[config.mk]
export PLATFORM = sky130hd
export DESIGN_NAME = mem_arbiter
export DESIGN_NICKNAME = d
export VERILOG_FILES = /design/src/rtl/mem_arb_pkg.sv /design/src/rtl/dff.sv /design/src/rtl/mem_arbiter_sat_counter.sv /design/src/rtl/mem_arbiter.sv
export SDC_FILE = /design/constraint.sdc
export NUM_CORES = 1
export LEC_CHECK = 0
export CORE_MARGIN = 3
export CORE_UTILIZATION = 34
export CTS_CLUSTER_SIZE = 24
export DETAILED_ROUTE_END_ITERATION = 12
export PLACE_DENSITY = 0.83
export SLEW_MARGIN = 5
export SYNTH_ARGS = -nofsm -noshare
export SYNTH_HDL_FRONTEND = slang
export SYNTH_SLANG_ARGS = --single-unit
export TNS_END_PERCENT = 20
[constraint.sdc]
create_clock -name clock -period 4.4 [get_ports clock]
set_input_delay 0.44 -clock clock [delete_from_list [all_inputs] [get_ports clock]]
set_output_delay 0.44 -clock clock [all_outputs]
set_load 0.02 [all_outputs]
[src/rtl/mem_arb_pkg.sv]
`default_nettype none
// ============================================================================
//  Module      : mem_arb_pkg
//  Description : Shared types and constants for the two-port memory arbiter.
//                Contains the arbiter state encoding, the read-owner encoding
//                and the width of the starvation and burst counters.
//  Revision    : 1.0 - initial release
// ============================================================================
package mem_arb_pkg;

   // Arbiter FSM states
   typedef enum logic {
      ARB   = 1'b0,
      BURST = 1'b1
   } arb_state_e;

   // Which port owns the read data returning next cycle
   typedef enum logic {
      OWNER_A = 1'b0,
      OWNER_B = 1'b1
   } owner_e;

   // Both counters have to hold limits up to 255
   localparam int C_CNT_W   = 8;
   localparam int C_CNT_MAX = (1 << C_CNT_W) - 1;

   // Clamp an integer limit into the counter width
   function automatic logic [C_CNT_W-1:0] to_cnt(input int unsigned val);
      int unsigned clamped;
      clamped = (val > C_CNT_MAX) ? C_CNT_MAX : val;
      return clamped[C_CNT_W-1:0];
   endfunction

endpackage : mem_arb_pkg
`default_nettype wire

[src/rtl/dff.sv]
`default_nettype none
// ============================================================================
//  Module      : dff
//  Description : Generic register with asynchronous active-high reset.
//  Ports       : clk  - clock
//                rst  - asynchronous reset, active high
//                i_d  - next value
//                o_q  - registered value
//  Revision    : 1.0 - initial release
// ============================================================================
module dff #(
   parameter int               WIDTH     = 1,
   parameter logic [WIDTH-1:0] RESET_VAL = '0
) (
   input  logic             clk,
   input  logic             rst,
   input  logic [WIDTH-1:0] i_d,
   output logic [WIDTH-1:0] o_q
);

   always_ff @(posedge clk or posedge rst) begin
      if (rst) begin
         o_q <= RESET_VAL;
      end else begin
         o_q <= i_d;
      end
   end

endmodule : dff
`default_nettype wire

[src/rtl/mem_arbiter_sat_counter.sv]
`default_nettype none
// ============================================================================
//  Module      : sat_counter
//  Description : Up-counter that saturates at a programmable limit.
//                Clear has priority over enable.
//  Ports       : clk        - clock
//                rst        - asynchronous reset, active high
//                i_en       - count up by one (held once at the limit)
//                i_clr      - return to zero
//                i_limit    - saturation value
//                o_at_limit - count equals the limit
//  Revision    : 1.0 - initial release
// ============================================================================
module sat_counter
   import mem_arb_pkg::*;
#(
   parameter int WIDTH = C_CNT_W
) (
   input  logic             clk,
   input  logic             rst,
   input  logic             i_en,
   input  logic             i_clr,
   input  logic [WIDTH-1:0] i_limit,
   output logic             o_at_limit
);

   localparam logic [WIDTH-1:0] C_ONE = {{(WIDTH-1){1'b0}}, 1'b1};

   logic [WIDTH-1:0] count_d;
   logic [WIDTH-1:0] count_q;

   always_comb begin
      count_d = count_q;
      if (i_clr) begin
         count_d = '0;
      end else if (i_en && !o_at_limit) begin
         count_d = count_q + C_ONE;
      end
   end

   dff #(.WIDTH(WIDTH)) u_count_reg (
      .clk (clk),
      .rst (rst),
      .i_d (count_d),
      .o_q (count_q)
   );

   assign o_at_limit = (count_q == i_limit);

endmodule : sat_counter
`default_nettype wire

[src/rtl/mem_arbiter.sv]
`default_nettype none
// ============================================================================
//  Module      : mem_arbiter
//  Description : Shares one synchronous memory between the CPU (port A, normal
//                priority) and a DMA/peripheral master (port B). B gets a
//                forced grant after STARVE_LIMIT denied cycles and may hold
//                the memory for locked bursts of up to MAX_BURST grants.
//                Read data (one-cycle latency) is tagged back to its owner.
//  Ports       : clock, reset (async, active low)
//                a_req/a_we/a_addr/a_wdata -> a_gnt, a_rvalid, a_rdata
//                b_req/b_we/b_addr/b_wdata/b_burst -> b_gnt, b_rvalid, b_rdata
//                mem_addr/mem_we/mem_wdata -> memory, mem_rdata <- memory
//  Revision    : 1.0 - initial release
// ============================================================================
module mem_arbiter
   import mem_arb_pkg::*;
#(
   parameter int ADDR_WIDTH   = 16,
   parameter int DATA_WIDTH   = 16,
   parameter int STARVE_LIMIT = 4,
   parameter int MAX_BURST    = 8
) (
   input  logic                  clock,
   input  logic                  reset,
   // Port A (CPU)
   input  logic                  a_req,
   input  logic                  a_we,
   input  logic [ADDR_WIDTH-1:0] a_addr,
   input  logic [DATA_WIDTH-1:0] a_wdata,
   output logic                  a_gnt,
   output logic                  a_rvalid,
   output logic [DATA_WIDTH-1:0] a_rdata,
   // Port B (DMA / peripheral)
   input  logic                  b_req,
   input  logic                  b_we,
   input  logic [ADDR_WIDTH-1:0] b_addr,
   input  logic [DATA_WIDTH-1:0] b_wdata,
   input  logic                  b_burst,
   output logic                  b_gnt,
   output logic                  b_rvalid,
   output logic [DATA_WIDTH-1:0] b_rdata,
   // Memory side
   output logic [ADDR_WIDTH-1:0] mem_addr,
   output logic                  mem_we,
   output logic [DATA_WIDTH-1:0] mem_wdata,
   input  logic [DATA_WIDTH-1:0] mem_rdata
);

   localparam logic [C_CNT_W-1:0] C_STARVE_LIM = to_cnt(STARVE_LIMIT);
   // Burst counter holds grants already taken; the grant that makes
   // MAX_BURST is the one seen while the count sits at MAX_BURST-1.
   localparam logic [C_CNT_W-1:0] C_BURST_LAST = to_cnt(MAX_BURST - 1);
   // A single-grant burst never needs the BURST state
   localparam logic               C_BURST_EN   = (MAX_BURST > 1);

   logic       w_rst;
   logic       w_a_win;
   logic       w_b_win;
   logic       w_starve_at_limit;
   logic       w_burst_at_limit;
   logic       w_burst_en;
   logic       w_burst_clr;

   arb_state_e state_d;
   arb_state_e state_q;
   logic       state_bits_q;
   logic       a_prio_d;
   logic       a_prio_q;
   logic       fair_b_d;
   logic       fair_b_q;
   logic       rd_pend_d;
   logic       rd_pend_q;
   owner_e     owner_d;
   owner_e     owner_q;
   logic       owner_bits_q;

   assign w_rst = ~reset;

   // ------------------------------------------------------------------------
   // Arbitration and next-state logic
   // ------------------------------------------------------------------------
   always_comb begin
      w_a_win  = 1'b0;
      w_b_win  = 1'b0;
      state_d  = state_q;
      a_prio_d = a_prio_q;
      fair_b_d = 1'b0;
      case (state_q)
         ARB: begin
            // a_prio (first cycle after a burst) outranks both the
            // starvation override and the fairness turn.
            w_b_win  = b_req && (!a_req ||
                                 (!a_prio_q && (w_starve_at_limit || fair_b_q)));
            w_a_win  = a_req && !w_b_win;
            a_prio_d = 1'b0;
            // A used its post-burst priority; give B the following cycle
            fair_b_d = a_prio_q && w_a_win;
            if (w_b_win && b_burst && C_BURST_EN) begin
               state_d = BURST;
            end
         end
         BURST: begin
            w_b_win = b_req;
            if (!b_req || !b_burst || w_burst_at_limit) begin
               state_d  = ARB;
               a_prio_d = 1'b1;
            end
         end
         default: begin
            state_d = ARB;
         end
      endcase
   end

   // Grants are killed the moment reset is asserted
   assign a_gnt = w_a_win & reset;
   assign b_gnt = w_b_win & reset;

   // ------------------------------------------------------------------------
   // Memory request mux; idle cycles keep presenting A's address
   // ------------------------------------------------------------------------
   always_comb begin
      mem_addr  = a_addr;
      mem_we    = 1'b0;
      mem_wdata = a_wdata;
      if (b_gnt) begin
         mem_addr  = b_addr;
         mem_we    = b_we;
         mem_wdata = b_wdata;
      end else if (a_gnt) begin
         mem_we    = a_we;
      end
   end

   // ------------------------------------------------------------------------
   // Read return tagging
   // ------------------------------------------------------------------------
   assign rd_pend_d = (a_gnt && !a_we) || (b_gnt && !b_we);
   assign owner_d   = b_gnt ? OWNER_B : (a_gnt ? OWNER_A : owner_q);

   assign a_rvalid  = rd_pend_q && (owner_q == OWNER_A);
   assign b_rvalid  = rd_pend_q && (owner_q == OWNER_B);
   assign a_rdata   = mem_rdata;
   assign b_rdata   = mem_rdata;

   // ------------------------------------------------------------------------
   // Counters
   // ------------------------------------------------------------------------
   sat_counter #(.WIDTH(C_CNT_W)) u_starve_cnt (
      .clk        (clock),
      .rst        (w_rst),
      .i_en       (b_req && !b_gnt),
      .i_clr      (b_gnt || !b_req),
      .i_limit    (C_STARVE_LIM),
      .o_at_limit (w_starve_at_limit)
   );

   // Count grants while the burst continues; clear whenever ARB is next
   assign w_burst_en  = b_gnt && (state_d == BURST);
   assign w_burst_clr = (state_d == ARB);

   sat_counter #(.WIDTH(C_CNT_W)) u_burst_cnt (
      .clk        (clock),
      .rst        (w_rst),
      .i_en       (w_burst_en),
      .i_clr      (w_burst_clr),
      .i_limit    (C_BURST_LAST),
      .o_at_limit (w_burst_at_limit)
   );

   // ------------------------------------------------------------------------
   // State registers
   // ------------------------------------------------------------------------
   dff #(.WIDTH(1)) u_state_reg (
      .clk (clock), .rst (w_rst), .i_d (state_d), .o_q (state_bits_q)
   );
   assign state_q = arb_state_e'(state_bits_q);

   dff #(.WIDTH(1)) u_a_prio_reg (
      .clk (clock), .rst (w_rst), .i_d (a_prio_d), .o_q (a_prio_q)
   );

   dff #(.WIDTH(1)) u_fair_b_reg (
      .clk (clock), .rst (w_rst), .i_d (fair_b_d), .o_q (fair_b_q)
   );

   dff #(.WIDTH(1)) u_rd_pend_reg (
      .clk (clock), .rst (w_rst), .i_d (rd_pend_d), .o_q (rd_pend_q)
   );

   dff #(.WIDTH(1)) u_owner_reg (
      .clk (clock), .rst (w_rst), .i_d (owner_d), .o_q (owner_bits_q)
   );
   assign owner_q = owner_e'(owner_bits_q);

endmodule : mem_arbiter
`default_nettype wire

==> run metrics <==
PortBufs=approximately 110; netlist area before placement=roughly 0.0018 mm²; HP Class=flip-flop to flip-flop; number of H-tree branching levels=1; routed wire length=5340 µm; number of setup violations in the final report=0; share of the yosys chip area belonging to registers=0.297; syn_nets=between 200 and 300; share of synthesized cell area in and, or, nand and nor gates=0.159; arrival time worst endpoint=~3000 ps; maximum resistive drop on vdd=~140 µV; post-synthesis sequential element count=21; final critical path time including I/O delays and setup=around 3500 ps; power density cells=a little over 200 mW/mm²; fill cell instance count of the final layout=471; leftover overflow at the end of global routing=0; post-route setup TNS=0 ps; CTS max path bufs=2; Reg power frac=0.367; First-pass DRT Iterations=4; hold-fix buffer count after cts=0; area used by multi-input combinational logic=roughly 940 µm²; Routed wire per std cell=16.4 µm; share of layout cells above drive strength 1=0.174; Critical Setup Path Class=flip-flop to output port; highest net fanout along the worst path=36; top-level I/O count=around 160; main combinational cell family by area after synthesis=multiplexers; instance count of the mapped netlist=184; FF/Latch Area=roughly 530 µm²; synth warn=0; vias in the first global route=between 1500 and 2000; post-cts resize count=0; floorplan core area=0.00488 mm²; startpoint kind of the worst setup timing path=flip-flop; initial core utilization=0.363; cts bufs inserted=3; Post-layout nets=350; final max-slew violation count=0; remaining number of nets flagged by the antenna check after routing=0; finished layout cell area=~0.0027 mm²; Detail Placement HPWL=around 4300 µm; clock latency of the later-clocked register in the worst-skew pair=roughly 270 ps; post-CTS clock slew at the launch and capture registers of the worst setup and hold paths=80 ps; commonest register cell after synthesis=dfrtp_1; largest net degree at the start of global routing=37; row count=25; global placer's final weighted congestion=just under 0.9; net switching power=about 160 µW; share of synthesized registers carrying an async set or reset=1.00; Max Cap Violations=0; endpoint class of the critical path=output port; maximum clock frequency=287 MHz; CTS sink cnt=21; overall die area=around 0.0061 mm²; fin crit share=0.791; Clock Skew=approximately 5.7 ps; mean instance size in the synthesized netlist=between 9 and 10 µm²; share of synthesized cell area in full adder, half adder and majority cells=0.0212; slew at the pin closest to its max-slew limit=~540 ps; # Post-CTS Setup Buffers=0; y dimension of the die=between 70 and 80 µm; switching share of power=0.293; internal power contribution=slightly below 400 µW; met2 track demand over resource=0.291; fraction of power consumed by the clock network=0.231; Root Driver=clkbuf_8; RSZ-0062 raised after global routing=no; post-detailed-placement cell area=about 0.0027 mm²; count of unique library cells instantiated by Yosys=42; DRC violations left=0; Horiz. Die Dim=78.2 µm; number of synthesized flops with an enable pin=0; final core utilization=0.554; Total GRT Usage=0.175; area growth from synthesis to final layout=52.7%; first-pass GRT wire length=roughly 8500 µm; worst endpoint required time=between 3000 and 4000 ps; Vias=between 1500 and 2000; area fraction in compound gates after synthesis=0.0798; antenna violations before repair=0; ant diodes=0; most heavily used metal layer in global routing=met2; outcome=completed; Combinational Power Share=0.402; share of cell area taken by muxes after synthesis=0.213; post-synthesis xor/xnor area fraction=0.0494; clock tree from TritonCTS=done; Max transition margin=0.635; drt via density=roughly 4.9; met1 track demand over resource in global routing=0.214; met3 layer usage reported by global route=0.0528; iteration-0 DRC count of the detailed router=47; number of hold-slack violations in the final timing report=0; reported leakage power=1.10 nW
[Yosys cell counts (2+ instances only)]
cell        n  area share
and3_1      2      0.0071
and2_1      3       0.011
nand4_1     3       0.011
nand3_1     8       0.023
buf_6       4       0.025
inv_1       7       0.015
mux2_2     28        0.18
nor2_1     14       0.030
xor2_1      8       0.040
or4_1       2      0.0085
ha_1        3       0.021
o2111ai_1   2      0.0099
o21ai_0     8       0.023
mux2_1      2       0.013
nand2_1     4      0.0085
dfrtp_1    21        0.30
buf_4      32        0.14
nor2b_1     2      0.0071
mux2_4      2       0.017
a21oi_1     6       0.017
xnor2_1     2      0.0099
[per-stage QoR]
stage          total power [mW]  instances  setup WS, ps  hold WS, ps
6_report                  0.560        326           922          549
5_1_grt                   0.589        326           760          562
4_1_cts                   0.568        326           904          546
3_5_place_dp              0.436        322          1140          531
3_3_place_gp              0.434        322          1150          516
2_1_floorplan             0.350        184          1800          144
[state kept, by name (all words and copies together) (netlist names)]
name	cells
u_a_prio_reg.o_q	1
u_rd_pend_reg.o_q	1
u_fair_b_reg.o_q	1
u_burst_cnt.u_count_reg.o_q	8
u_owner_reg.o_q	1
u_starve_cnt.u_count_reg.o_q	8
u_state_reg.o_q	1
[placed cells by master, fill, tap and decap left out, types with 2 or more instances in the layout]
cell / n
a21oi_1: 6
and2_1: 3
and3_1: 2
buf_4: 2
clkbuf_8: 3
clkdlybuf4s50_1: 107
dfrtp_1: 21
ha_1: 3
inv_1: 7
mux2_1: 2
mux2_2: 28
mux2_4: 2
nand2_1: 4
nand3_1: 8
nand4_1: 3
nor2_1: 14
nor2b_1: 2
o2111ai_1: 2
o21ai_0: 8
or4_1: 2
xnor2_1: 2
xor2_1: 8
[logic make-up (layout without fill, tap and decap cells)]
kind of cell | Yosys count | in the layout
simple gates | 49 | 49
buf+inv | 45 | 120
mux | 33 | 33
compound gates | 23 | 23
flops | 21 | 21
xor+xnor | 10 | 10
fa+ha+maj | 3 | 3
[critical path, stage by stage, from the launching register on]
cell and delay, ps:
dfrtp_1 450, inv_1 80, ha_1 130, or4b_4 480, nor3_4 340, o21bai_4 70
buf_4 280, mux2_2 310, clkdlybuf4s50_1 610
[per-layer routing]
| layer | wire length [µm] | up-vias |
|---|---|---|
| met1 | 2120 | 725 |
| met4 | 87 | 0 |
| li1 | - | 759 |
| met5 | 0 | - |
| met3 | 560 | 7 |
| met2 | 2570 | 96 |
[final cells by class]
class                      instances  area share
clock buffer                       3      0.0153
clock inverter                     1     0.00185
inverter                           7     0.00971
multi-input combinational        118       0.346
sequential                        21       0.194
tap                               67      0.0310
timing repair buffer             109       0.401
[worst paths after layout]
check	startpoint	endpoint	slack [ps]	cells past startpoint
min in group asynchronous	reset	u_burst_cnt.u_count_reg.o_q[0]	570	2
worst min register to register	u_state_reg.o_q	u_a_prio_reg.o_q	550	1
worst max register to register	u_starve_cnt.u_count_reg.o_q[0]	u_starve_cnt.u_count_reg.o_q[0]	2060	8
max in group asynchronous	reset	u_starve_cnt.u_count_reg.o_q[4]	3590	2
worst min-delay path	u_state_reg.o_q	u_a_prio_reg.o_q	550	1
worst max-delay path	u_starve_cnt.u_count_reg.o_q[0]	mem_wdata[3]	920	8
[power groups by stage]
stage / clock (mW) / sequential, mW / combinational (mW)
detailed placement: 0 / 0.209 / 0.226
floorplan: 0 / 0.208 / 0.142
global route: 0.140 / 0.207 / 0.242
CTS: 0.135 / 0.206 / 0.228
global placement: 0 / 0.209 / 0.224
finish: 0.130 / 0.205 / 0.225
(Power assumes the default switching activity.)
